$ cat src/rtl/dcache_axi_port_pkg.sv
// Shared cache/arbiter defines: data-cache port widths, AXI port FSM encoding
// and the fixed single-beat AXI burst fields.
package dcache_axi_port_pkg;

   localparam int DADDR_W       = 32;
   localparam int DCACHE_DATA_W = 32;
   localparam int DCACHE_WEN_W  = 4;

   localparam int STATE_W = 3;
   localparam logic [STATE_W-1:0] ST_IDLE = 3'd0;
   localparam logic [STATE_W-1:0] ST_AR   = 3'd1;
   localparam logic [STATE_W-1:0] ST_R    = 3'd2;
   localparam logic [STATE_W-1:0] ST_AW_W = 3'd3;
   localparam logic [STATE_W-1:0] ST_B    = 3'd4;
   localparam logic [STATE_W-1:0] ST_DONE = 3'd5;
   localparam logic [STATE_W-1:0] ST_HOLD = 3'd6;

   localparam logic [7:0] AXI_LEN  = 8'd0;
   localparam logic [2:0] AXI_SIZE = 3'b010;

   // Word-aligns a byte address; every transfer is one full 32-bit beat.
   function automatic logic [DADDR_W-1:0] word_align(input logic [DADDR_W-1:0] a);
      return a & 32'hFFFF_FFFC;
   endfunction

endpackage

$ cat src/rtl/dcache_axi_port.sv
// Single-beat AXI master for the data cache: one read or one write per request,
// with a one-cycle HOLD after completion and an optional wait-state watchdog.
module dcache_axi_port
   import dcache_axi_port_pkg::*;
#(
   parameter logic [3:0]  AXI_ID     = 4'd1,
   parameter int unsigned RD_TIMEOUT = 32'd0
) (
   input  logic                     clk,
   input  logic                     resetn,
   input  logic                     data_cache_req,
   input  logic [DADDR_W-1:0]       data_sram_addr,
   input  logic [DCACHE_WEN_W-1:0]  data_sram_wen,
   input  logic [DCACHE_DATA_W-1:0] data_sram_wdata,
   output logic [DCACHE_DATA_W-1:0] data_cache_rdata,
   output logic                     data_cache_dok,
   output logic [3:0]               arid,
   output logic [DADDR_W-1:0]       araddr,
   output logic [7:0]               arlen,
   output logic [2:0]               arsize,
   output logic                     arvalid,
   input  logic                     arready,
   input  logic [DCACHE_DATA_W-1:0] rdata,
   input  logic [1:0]               rresp,
   input  logic                     rlast,
   input  logic                     rvalid,
   output logic                     rready,
   output logic [3:0]               awid,
   output logic [DADDR_W-1:0]       awaddr,
   output logic [7:0]               awlen,
   output logic [2:0]               awsize,
   output logic                     awvalid,
   input  logic                     awready,
   output logic [DCACHE_DATA_W-1:0] wdata,
   output logic [DCACHE_WEN_W-1:0]  wstrb,
   output logic                     wlast,
   output logic                     wvalid,
   input  logic                     wready,
   input  logic [1:0]               bresp,
   input  logic                     bvalid,
   output logic                     bready,
   output logic                     err
);

   localparam logic        TMO_EN   = (RD_TIMEOUT != 32'd0);
   localparam logic [31:0] TMO_LAST = 32'(RD_TIMEOUT) - 32'd1;

   logic [STATE_W-1:0]       state_r, state_nxt_s;
   logic [DADDR_W-1:0]       addr_r;
   logic [DCACHE_WEN_W-1:0]  wen_r;
   logic [DCACHE_DATA_W-1:0] wdata_r, rdata_r;
   logic [31:0]              tmo_r;
   logic arvalid_r, rready_r, awvalid_r, wvalid_r, bready_r, dok_r, err_r;
   logic aw_done_r, w_done_r, aw_done_nxt_s, w_done_nxt_s;
   logic resp_err_s, tmo_s, tmo_hit_s;
   logic rlast_unused_s;

   // Single-beat bursts always end on the first beat, so rlast carries no information.
   assign rlast_unused_s = rlast;
   assign tmo_hit_s      = TMO_EN && (tmo_r == TMO_LAST);

   // Next-state, per-channel handshake tracking and error/timeout detection.
   always_comb begin
      state_nxt_s   = state_r;
      aw_done_nxt_s = aw_done_r;
      w_done_nxt_s  = w_done_r;
      resp_err_s    = 1'b0;
      tmo_s         = 1'b0;
      case (state_r)
         ST_IDLE: begin
            if (data_cache_req) begin
               state_nxt_s   = (data_sram_wen == 4'b0000) ? ST_AR : ST_AW_W;
               aw_done_nxt_s = 1'b0;
               w_done_nxt_s  = 1'b0;
            end else begin
               state_nxt_s = ST_IDLE;
            end
         end
         ST_AR: begin
            if (arvalid_r && arready) begin
               state_nxt_s = ST_R;
            end else if (tmo_hit_s) begin
               state_nxt_s = ST_DONE;
               tmo_s       = 1'b1;
            end else begin
               state_nxt_s = ST_AR;
            end
         end
         ST_R: begin
            if (rready_r && rvalid) begin
               state_nxt_s = ST_DONE;
               resp_err_s  = (rresp != 2'b00);
            end else if (tmo_hit_s) begin
               state_nxt_s = ST_DONE;
               tmo_s       = 1'b1;
            end else begin
               state_nxt_s = ST_R;
            end
         end
         ST_AW_W: begin
            // Address and data may complete in either order or together.
            aw_done_nxt_s = aw_done_r | (awvalid_r & awready);
            w_done_nxt_s  = w_done_r | (wvalid_r & wready);
            if (aw_done_nxt_s && w_done_nxt_s) begin
               state_nxt_s = ST_B;
            end else if (tmo_hit_s) begin
               state_nxt_s = ST_DONE;
               tmo_s       = 1'b1;
            end else begin
               state_nxt_s = ST_AW_W;
            end
         end
         ST_B: begin
            if (bready_r && bvalid) begin
               state_nxt_s = ST_DONE;
               resp_err_s  = (bresp != 2'b00);
            end else if (tmo_hit_s) begin
               state_nxt_s = ST_DONE;
               tmo_s       = 1'b1;
            end else begin
               state_nxt_s = ST_B;
            end
         end
         ST_DONE: state_nxt_s = ST_HOLD;
         ST_HOLD: state_nxt_s = ST_IDLE;
         default: state_nxt_s = ST_IDLE;
      endcase
   end

   // State, registered AXI controls, request latches, read data and sticky error.
   always_ff @(posedge clk or negedge resetn) begin
      if (!resetn) begin
         state_r   <= ST_IDLE;
         addr_r    <= 32'd0;
         wen_r     <= 4'd0;
         wdata_r   <= 32'd0;
         rdata_r   <= 32'd0;
         tmo_r     <= 32'd0;
         arvalid_r <= 1'b0;
         rready_r  <= 1'b0;
         awvalid_r <= 1'b0;
         wvalid_r  <= 1'b0;
         bready_r  <= 1'b0;
         dok_r     <= 1'b0;
         err_r     <= 1'b0;
         aw_done_r <= 1'b0;
         w_done_r  <= 1'b0;
      end else begin
         state_r   <= state_nxt_s;
         aw_done_r <= aw_done_nxt_s;
         w_done_r  <= w_done_nxt_s;
         // Counts cycles spent in the current state; restarts on every transition.
         tmo_r     <= (state_nxt_s == state_r) ? tmo_r + 32'd1 : 32'd0;
         arvalid_r <= (state_nxt_s == ST_AR);
         rready_r  <= (state_nxt_s == ST_R);
         awvalid_r <= (state_nxt_s == ST_AW_W) && !aw_done_nxt_s;
         wvalid_r  <= (state_nxt_s == ST_AW_W) && !w_done_nxt_s;
         bready_r  <= (state_nxt_s == ST_B);
         dok_r     <= (state_nxt_s == ST_DONE);
         if (resp_err_s || tmo_s) begin
            err_r <= 1'b1;
         end
         if (state_r == ST_IDLE && data_cache_req) begin
            addr_r  <= word_align(data_sram_addr);
            wen_r   <= data_sram_wen;
            wdata_r <= data_sram_wdata;
         end
         if (state_r == ST_R && rready_r && rvalid) begin
            rdata_r <= rdata;
         end else if (tmo_s && (state_r == ST_AR || state_r == ST_R)) begin
            rdata_r <= 32'd0;
         end
      end
   end

   assign data_cache_rdata = rdata_r;
   assign data_cache_dok   = dok_r;
   assign err              = err_r;
   assign arid             = AXI_ID;
   assign araddr           = addr_r;
   assign arlen            = AXI_LEN;
   assign arsize           = AXI_SIZE;
   assign arvalid          = arvalid_r;
   assign rready           = rready_r;
   assign awid             = AXI_ID;
   assign awaddr           = addr_r;
   assign awlen            = AXI_LEN;
   assign awsize           = AXI_SIZE;
   assign awvalid          = awvalid_r;
   assign wdata            = wdata_r;
   assign wstrb            = wen_r;
   assign wlast            = 1'b1;
   assign wvalid           = wvalid_r;
   assign bready           = bready_r;

endmodule

$ cat config.mk
export PLATFORM = sky130hd
export DESIGN_NAME = dcache_axi_port
export DESIGN_NICKNAME = d
export VERILOG_FILES = /design/src/rtl/dcache_axi_port_pkg.sv /design/src/rtl/dcache_axi_port.sv
export SDC_FILE = /design/constraint.sdc
export NUM_CORES = 1
export LEC_CHECK = 0
export ABC_AREA = 1
export CORE_MARGIN = 5
export CORE_UTILIZATION = 35
export CTS_BUF_LIST = sky130_fd_sc_hd__clkbuf_8
export DETAILED_ROUTE_END_ITERATION = 6
export HOLD_SLACK_MARGIN = 0.03
export PLACE_DENSITY = 0.9
export REMOVE_ABC_BUFFERS = 1
export SLEW_MARGIN = 30
export SYNTH_ARGS = -nofsm -noshare
export SYNTH_HDL_FRONTEND = slang
export SYNTH_SLANG_ARGS = --single-unit
$ cat constraint.sdc
create_clock -name clk -period 1.14 [get_ports clk]
set_input_delay 0.285 -clock clk [delete_from_list [all_inputs] [get_ports clk]]
set_output_delay 0.285 -clock clk [all_outputs]
set_load 0.01 [all_outputs]
# [Word level (Yosys, flattened, before mapping)]
# Cells that the tools add are included.
[word_totals] out_inout_bits=170 romBits=0 latchBits=0 ramBits=0 memories=0 register_bits=110
[op_classes] addsub=0 eq_ne=10 order_cmp=0 reduce_logical=15 n_bitwise=4 shifts=0 mux=15 div=0 n_mul=0
[op_table] operator="2-to-1 mux 32 bit" n=1
[op_table] operator="one-hot mux 3 bit (6 select lines)" n=1
[op_table] operator="equality test 3 x 2 -> 1 bit, second input constant" n=4
[op_table] operator="equality test 3 bit, second input constant" n=4
[op_table] operator="logical AND 1 bit" n=9
[op_table] operator="equality test 3 x 1 -> 1 bit, second input constant" n=2
[op_table] operator="2-to-1 mux 2 bit" n=3
[op_table] operator="2-to-1 mux 3 bit" n=2
[op_table] operator="one-hot mux 1 bit (2 select lines)" n=3
[op_table] operator="2-to-1 mux 1 bit" n=5
[op_table] operator="logical NOT 4 bit" n=1
[op_table] operator="nonzero test 2 bit" n=2
[op_table] operator="logical NOT 3 bit" n=1
[op_table] operator="AND 1 bit" n=2
[op_table] operator="logical NOT 1 bit" n=2
[op_table] operator="bitwise OR 1 bit" n=2

# [Logic depth before layout (Yosys ltp)]
# Gate-level depths: netlist of run 1.
[depth] depth_word=7 mapped_depth=9 ltp_nobuf=8

# [Worst setup path before layout of run 1]
# No wires, ideal clock.
[synth_timing] path_kind="flip-flop to flip-flop" from="reg state_r[0]" to="reg rdata_r[0] (netlist: data_cache_rdata[0])" period_less_slack_ns=1.212 path_buffers=1 arrival_time_ns=1.095 path_stages_with_launch=8 t_required_ns=1.023 path_slack_ns=-0.072 setup_ns=0.117 cell_sequence="dfrtp_1 > inv_1 > nand3_2 > nor2_4 > inv_2 > buf_2 > nand2_1 > nand2_1"
[synth_between] elab_chain_cells=3
[synth_rtl] item="from (decl)" line_no="dcache_axi_port.sv:48" source="logic [STATE_W-1:0] state_r, state_nxt_s;"
[synth_rtl] item="from (signal assigned)" line_no="dcache_axi_port.sv:149" source="state_r <= state_nxt_s;"
[synth_rtl] item="equality test 3 x 2 -> 1 bit" line_no="dcache_axi_port.sv:69, dcache_axi_port.sv:168, dcache_axi_port.sv:170"
[synth_rtl] item="logical AND 1 bit (2 in a row)" line_no="dcache_axi_port.sv:168" source="if (state_r == ST_R && rready_r && rvalid) begin"
[synth_rtl] item="to (signal assigned)" line_no="dcache_axi_port.sv:169" source="rdata_r <= rdata;"
[synth_rtl] item="to (decl)" line_no="dcache_axi_port.sv:51" source="logic [DCACHE_DATA_W-1:0] wdata_r, rdata_r;"
# Every way passes these cells.
# A chain may end at the register's enable or synchronous reset.

# [Worst setup path after layout of run 1]
[layout_timing] from="reg state_r[1]" to="reg dok_r (netlist: data_cache_dok)"
[layout_between] elab_chain_cells=3 word_cells_on_any_way=8 classes_between="eq/ne (6); mux (1); reduce/logical (1)"
[layout_rtl] item="equality test 3 bit, or another cell as far along" line_no="dcache_axi_port.sv:69" source="case (state_r)"
[layout_rtl] item="one-hot mux 3 bit (6 select lines) *" line_no="dcache_axi_port.sv:69"
[layout_rtl] item="equality test 3 bit *" line_no="dcache_axi_port.sv:159" source="dok_r <= (state_nxt_s == ST_DONE);"
[layout_rtl] item="to (signal assigned)" line_no="dcache_axi_port.sv:159"
[layout_rtl] item="to (decl)" line_no="dcache_axi_port.sv:53" source="logic arvalid_r, rready_r, awvalid_r, wvalid_r, bready_r, dok_r, err_r;"
# Every way passes the cells marked *; elsewhere a longest branch is shown, timed or not.

==> results by group, run 1 <==
Status
  • Status: finished with violations
  • Failing checks: setup timing

Global route
  • GRT Overall Usage: around 18%
  • GR Overflow Total: 0
  • Largest net degree at the start of global routing: around 60
  • Initial antenna violation count: 0
  • Number of global-route vias before repair: 4415
  • First-pass GRT wire length: ~23000 um

Die
  • Die H: between 100 and 150 um
  • Site Rows: 42
  • Die area: around 0.016 mm^2
  • Chip width: around 130 um
  • Top Ports: roughly 280
  • Initial core utilization: between 30% and 40%
  • Core Box Area: 0.0133 mm^2

Routing
  • Avg WL per Cell: between 15 and 20 um
  • DRC: 0
  • 1st-iter DRT viols: around 140
  • Initial DRT Pass Iterations: 4
  • Drt total wl: approximately 17000 um
  • DR vias/cell: around 4.4
  • Final antenna-violating net count: 0
  • Via count: about 4600

Synth
  • Mapped Cells: between 500 and 600
  • Post-synthesis xor/xnor area fraction: 0%
  • Synth top area share: between 50% and 60%
  • Top post-synthesis cells by area: dfrtp_1, nand2_1, buf_4, buf_2, nor2_1
  • Mux cell area share after synthesis: 0%
  • Area leader, netlist: dfrtp_1
  • Netlist cell types: 22
  • Post-synthesis adder-cell area fraction: 0%
  • Post-synthesis compound-gate area fraction: about 1.0%
  • Syn avg cell area: approximately 8.5 um^2
  • Largest family of logic cells by synthesized area: simple AND/OR/NAND/NOR gates
  • Seq/Total Area, Yosys: 57.5%
  • Yosys reg bits: 110
  • Count of warnings emitted by yosys: 0
  • Syn Std Cell Area: 0.00479 mm^2
  • Simple-gate portion of the synthesized area: 27.8%

Clock network
  • Clk Latency, worst-skew pair: 380 ps
  • CTS max path bufs: 2
  • Root buf cell: clkbuf_8
  • CTS tree: built
  • H-Tree Depth: 3
  • Clock transition at path regs: 90 ps
  • CTS Sinks: 110
  • Num CTS Buffers: 9

Hold path
  • Min-Delay Path Class: in -> reg
  • Hold Crit Depth: 3
  • Hold Path Origin: data_sram_wdata[16]
  • Hold EP: wdata[16]

STA
  • Fin. Hold Viols: 0
  • # setup viols final: between 200 and 250
  • RSZ-0062 raised after global routing: true
  • Max-slew violation count: 0
  • Period minus WS final: roughly 1400 ps
  • Worst setup margin: -245 ps
  • Crit share post-route: 122%
  • TNS Setup: -26090 ps
  • Fmax: roughly 720 MHz
  • Setup Skew: ~5.4 ps

Setup path
  • Setup CP Type: reg -> reg
  • FF-to-FF End: data_cache_dok
  • Worst path required time: 1410 ps
  • Critical Path AT: roughly 1700 ps
  • Worst Setup End Kind: register
  • R2R setup slack: -250 ps
  • Reg2Reg Depth: 7
  • Crit Reg-Reg Startpoint: state_r[1]
  • Worst-path maximum fanout: 4
  • Startpoint Class: register

Power
  • Leakage: about 0.0045 uW
  • Worst vdd ir: 1520 uV
  • Power density over the cells: 2640 mW/mm^2

Layout
  • P&R area growth vs syn: 72.2%
  • Layout cells sized above 1: between 30 and 40%
  • Antenna Cells: 0
  • Layout Nets: a little under 1000

Run
  • Max-cap violations: 0

Placed design
  • Dpl ws: -572 ps
  • GPL Wtd Cong: around 0.81
  • Port Buffer Count: about 240
  • Dpl hpwl: 10800 um
## layout make-up
cell class	count	area [um^2]
well taps	176	220
clock inverters	6	77.6
multi-input cells	382	1730
inverters	16	75.1
clock buffers	10	138
fillers	1098	5100
flip-flops and latches	110	2760
repair buffers	351	3250
## per-layer routing
metal	vias up	track usage, %	wire length [um]
met5	-	0	0
met2	140	33.4	9260
met1	2223	19.7	6300
met3	28	4.54	931
li1	2205	-	-
met4	0	6.62	384
## worst max-delay path by stage
stage / from / to / slack [ps]
after floorplan: state_r[1] / arvalid / -1150
after global placement: data_cache_req / wstrb[1] / -490
after detailed placement: data_cache_req / araddr[16] / -570
after CTS: araddr[22] / araddr[22] / -210
after global routing: state_r[1] / arvalid / -310
final: state_r[1] / data_cache_dok / -250
## sequential cells by signal, indices dropped and copies added (netlist names), 3 cells and up
name	flops
data_cache_rdata	32
wstrb	4
state_r	3
araddr	30
wdata	32
## critical path: stages, from the launching register on
cell and delay [ps]:
dfrtp_2 460, nor2_4 180, nand2_4 140, buf_8 170, nor2_2 100, nor2_1 70
nand3_1 100, nor2_1 60
## cells in the mapped netlist
library cell	count
nor3_4	1
nor2_4	1
buf_2	13
nand2_2	2
nor2_1	17
conb_1	2
buf_6	1
o21ai_0	6
nand3b_1	1
buf_4	65
nand4_1	2
nand3_1	2
inv_2	3
nor2_2	1
inv_1	13
a21oi_1	3
nand2_1	306
clkbuf_1	2
o21ai_1	1
buf_1	4
dfrtp_1	110
nand3_2	4
## per-stage QoR
stage               instance area, um^2  util [%]  cells  power (uW)  hold slack, ps
floorplan                          4320         -    508       10400           -10.6
global placement                   7280      54.5    957       16500             306
detailed placement                 7280      54.5    957       16900             313
CTS                                7390      55.4   1007       19200             399
global route                       8240      61.8   1051       23100             405
finish                             8240      61.8   1051       21800             433
## logic make-up (layout without fill, tap and decap cells)
kind of cell    after synthesis  in the layout
simple gates                337            337
flops                       110            110
other cells                   2             35
compound gates               10             10
buf+inv                     101            383
## placed cells by master (no fill, tap or decap), types with 3 or more instances in the layout
cell | Yosys | final
a21oi_2 | 0 | 3
conb_1 | 2 | 35
dfrtp_1 | 110 | 108
clkdlybuf4s50_1 | 0 | 108
inv_1 | 13 | 14
buf_12 | 0 | 12
buf_2 | 13 | 81
buf_6 | 1 | 67
o21ai_2 | 0 | 3
nand2_4 | 0 | 9
buf_4 | 65 | 73
o21ai_0 | 6 | 3
clkbuf_8 | 0 | 10
nor2_4 | 1 | 3
nor2_2 | 1 | 7
nand2_1 | 306 | 261
nand3_2 | 4 | 3
nor2_1 | 17 | 9
nand2_2 | 2 | 38
clkbuf_16 | 0 | 5
## report_power, final
part | internal (uW) | switching, uW | leakage, uW
sequential | 5690 | 1280 | 0.00139
combinational | 6530 | 5720 | 0.00296
clock | 1280 | 1280 | 0.000119
## what timing repair did
item | 4_1_cts | 5_1_grt
setup endpoints to repair | 244 | 245
hold buffers | 1 | 0
hold endpoints to repair | 110 | 0
gates cloned | 2 | 8
resized for setup | 597 | 113
pin swaps | 0 | 26
setup buffers | 31 | 37
No activity file was read; power rests on OpenSTA's default activity.
==> run 2: changes to the inputs <==
Settings changed: CORE_MARGIN 5 to unset, CTS_BUF_LIST sky130_fd_sc_hd__clkbuf_8 to sky130_fd_sc_hd__clkbuf_2 sky130_fd_sc_hd__clkbuf_4 sky130_fd_sc_hd__clkbuf_8.
==> results by group, run 2 (synthesized netlist as in run 1, its figures left out) <==
Status
  • Failing checks: setup timing (unchanged)
  • Status: finished with violations (unchanged)

Routing
  • 1st-iter DRT viols: 167 (was 135)
  • Initial DRT Pass Iterations: 4 (unchanged)
  • Drt total wl: 15300 um (was 16900 um)
  • Final antenna-violating net count: 0 (unchanged)
  • Avg WL per Cell: 14.6 um (was 16.0 um)
  • DR vias/cell: 4.38 (was 4.37)
  • DRC: 0 (unchanged)
  • Via count: 4565 (was 4596)

Setup path
  • Crit Reg-Reg Startpoint: state_r[0] (was state_r[1])
  • Critical path's top delay family: simple AND/OR/NAND/NOR gates (unchanged)
  • FF-to-FF End: data_cache_dok (unchanged)
  • Worst Setup End Kind: register (unchanged)
  • Critical-path cell list: inv_2 > buf_6 > nor3_4 > nand3_2 > nand3_4 > inv_1 > nor2_1 (was nor2_4 > nand2_4 > buf_8 > nor2_2 > nor2_1 > nand3_1 > nor2_1)
  • Startpoint Class: register (unchanged)
  • Reg2Reg Depth: 7 (unchanged)
  • CP max stage cell: dfrtp_1 (was dfrtp_2)
  • Buffers & Inverters on Critical Path: 3 (was 1)
  • Worst path max stage delay: 410 ps (was 460 ps)
  • WP depth: 7 (unchanged)
  • Worst path required time: 1450 ps (was 1410 ps)
  • Critical Path AT: 1680 ps (was 1650 ps)
  • Worst-path maximum fanout: 5 (was 4)
  • R2R setup slack: -240 ps (was -250 ps)
  • Setup CP Type: reg -> reg (unchanged)

STA
  • Setup Skew: 6.27 ps (was 5.41 ps)
  • Fmax: 727 MHz (was 722 MHz)
  • # setup viols final: 245 (was 244)
  • Max-slew violation count: 0 (unchanged)
  • Worst setup margin: -236 ps (was -245 ps)
  • Fin. Hold Viols: 0 (unchanged)
  • RSZ-0062 raised after global routing: true (unchanged)
  • Period minus WS final: 1380 ps (was 1390 ps)
  • Hold slack final: 361 ps (was 433 ps)
  • Crit share post-route: 121% (was 122%)

Global route
  • Number of global-route vias before repair: 4595 (was 4415)
  • Largest net degree at the start of global routing: 50 (was 61)
  • Initial antenna violation count: 0 (unchanged)
  • GRT Overall Usage: 21.2% (was 18.0%)
  • GR Overflow Total: 0 (unchanged)
  • First-pass GRT wire length: 23300 um (was 22900 um)

Layout
  • Fin util: 59.9% (was 61.8%)
  • P&R area growth vs syn: 66.5% (was 72.2%)
  • Commonest non-fill, non-tap cell in the layout: nand2_1 (unchanged)
  • Layout cells sized above 1: 36.7% (was 37.7%)
  • Antenna Cells: 0 (unchanged)
  • Layout Nets: 975 (was 983)
  • Design Area, Final: 0.00797 mm^2 (was 0.00824 mm^2)
  • Most frequent cells in the layout: nand2_1, dfrtp_1, clkdlybuf4s50_1 (unchanged)

Clock network
  • CTS Sinks: 110 (unchanged)
  • Clock transition at path regs: 100 ps (was 90 ps)
  • CTS max path bufs: 2 (unchanged)
  • Num CTS Buffers: 9 (unchanged)
  • CTS tree: built (unchanged)
  • H-Tree Depth: 3 (unchanged)
  • Root buf cell: clkbuf_8 (unchanged)
  • Clk Latency, worst-skew pair: 370 ps (was 380 ps)

Die
  • Initial core utilization: 36.0% (was 35.9%)
  • Site Rows: 42 (unchanged)
  • Top Ports: 283 (unchanged)
  • Core Box Area: 0.0133 mm^2 (about the same)
  • Chip width: 119 um (was 127 um)
  • Die area: 0.0141 mm^2 (was 0.0161 mm^2)
  • Die H: 119 um (was 127 um)

Power
  • Leakage: 0.00440 uW (was 0.00447 uW)
  • Power density over the cells: 2520 mW/mm^2 (was 2640 mW/mm^2)
  • Worst vdd ir: 1140 uV (was 1520 uV)
  • Power after layout: 20100 uW (was 21800 uW)

Run
  • Max-cap violations: 0 (unchanged)

Hold path
  • Min-Delay Path Class: in -> async (was in -> reg)

Placed design
  • Port Buffer Count: 244 (unchanged)
  • Dpl hpwl: 9980 um (was 10800 um)
  • Post-DP Area: 0.00735 mm^2 (was 0.00728 mm^2)
  • Dpl ws: -471 ps (was -572 ps)
  • GPL Wtd Cong: 0.842 (was 0.814)
[run 2: cell count changes in the layout (fill, tap and decap cells not counted), sizes merged]
cell,previous run,this run
buf,237,233
clkbuf,15,14
bufinv,2,1
clkinv,3,2
inv,17,16
[run 2: metrics by stage]
step	setup TNS [ps]	cells
global placement	-48820	964
finish	-26190	1043
floorplan	-84030	508
global route	-40890	1043
detailed placement	-50530	964
CTS	-26710	1024
[run 2: repair_timing]
| action | in CTS | in global routing |
|---|---|---|
| endpoints found under the setup margin | 244 | 245 |
| gates cloned | 4 | 1 |
| gates resized for setup | 599 | 68 |
| setup buffers | 39 | 18 |
| pin swaps | 3 | 35 |
| hold buffers | 1 | 0 |
| hold endpoints to repair | 13 | 0 |
[run 2: power breakdown]
group          leakage, uW  internal, uW  switching (uW)
Sequential         0.00139          5680            1190
Clock             0.000115          1250            1310
Combinational      0.00290          5510            5170
Total              0.00440         12400            7680
[run 2: cell type report]
class / instances / area [um^2]
Multi-Input combinational cell: 382 / 1720
Fill cell: 1125 / 5330
Clock inverter: 3 / 40.0
Inverter: 16 / 65.1
Sequential cell: 110 / 2750
Timing Repair Buffer: 343 / 2990
Tap cell: 176 / 220
Clock buffer: 13 / 179
[run 2: worst max-delay path by stage]
stage / from / endpoint / slack (ps)
5_1_grt: state_r[0] / awvalid / -310
3_5_place_dp: rvalid / data_cache_rdata[17] / -470
2_1_floorplan: state_r[1] / arvalid / -1150
6_report: state_r[0] / data_cache_dok / -240
4_1_cts: araddr[13] / awaddr[13] / -200
3_3_place_gp: data_cache_req / wvalid / -440
[run 2: per-layer routing]
layer	global-route usage (%)	share of wire [%]	routed length, um	vias to the layer above
met2	38.2	54	8320	163
li1	-	-	-	2187
met5	0	0	0	-
met3	3.69	5.1	786	34
met4	8.07	2.5	378	0
met1	25.0	38	5800	2181
[run 2: worst register-to-register path, stage by stage (launching register included)]
cell and delay (ps):
dfrtp_1 410, inv_2 80, buf_6 130, nor3_4 260, nand3_2 140, nand3_4 110
inv_1 60, nor2_1 120
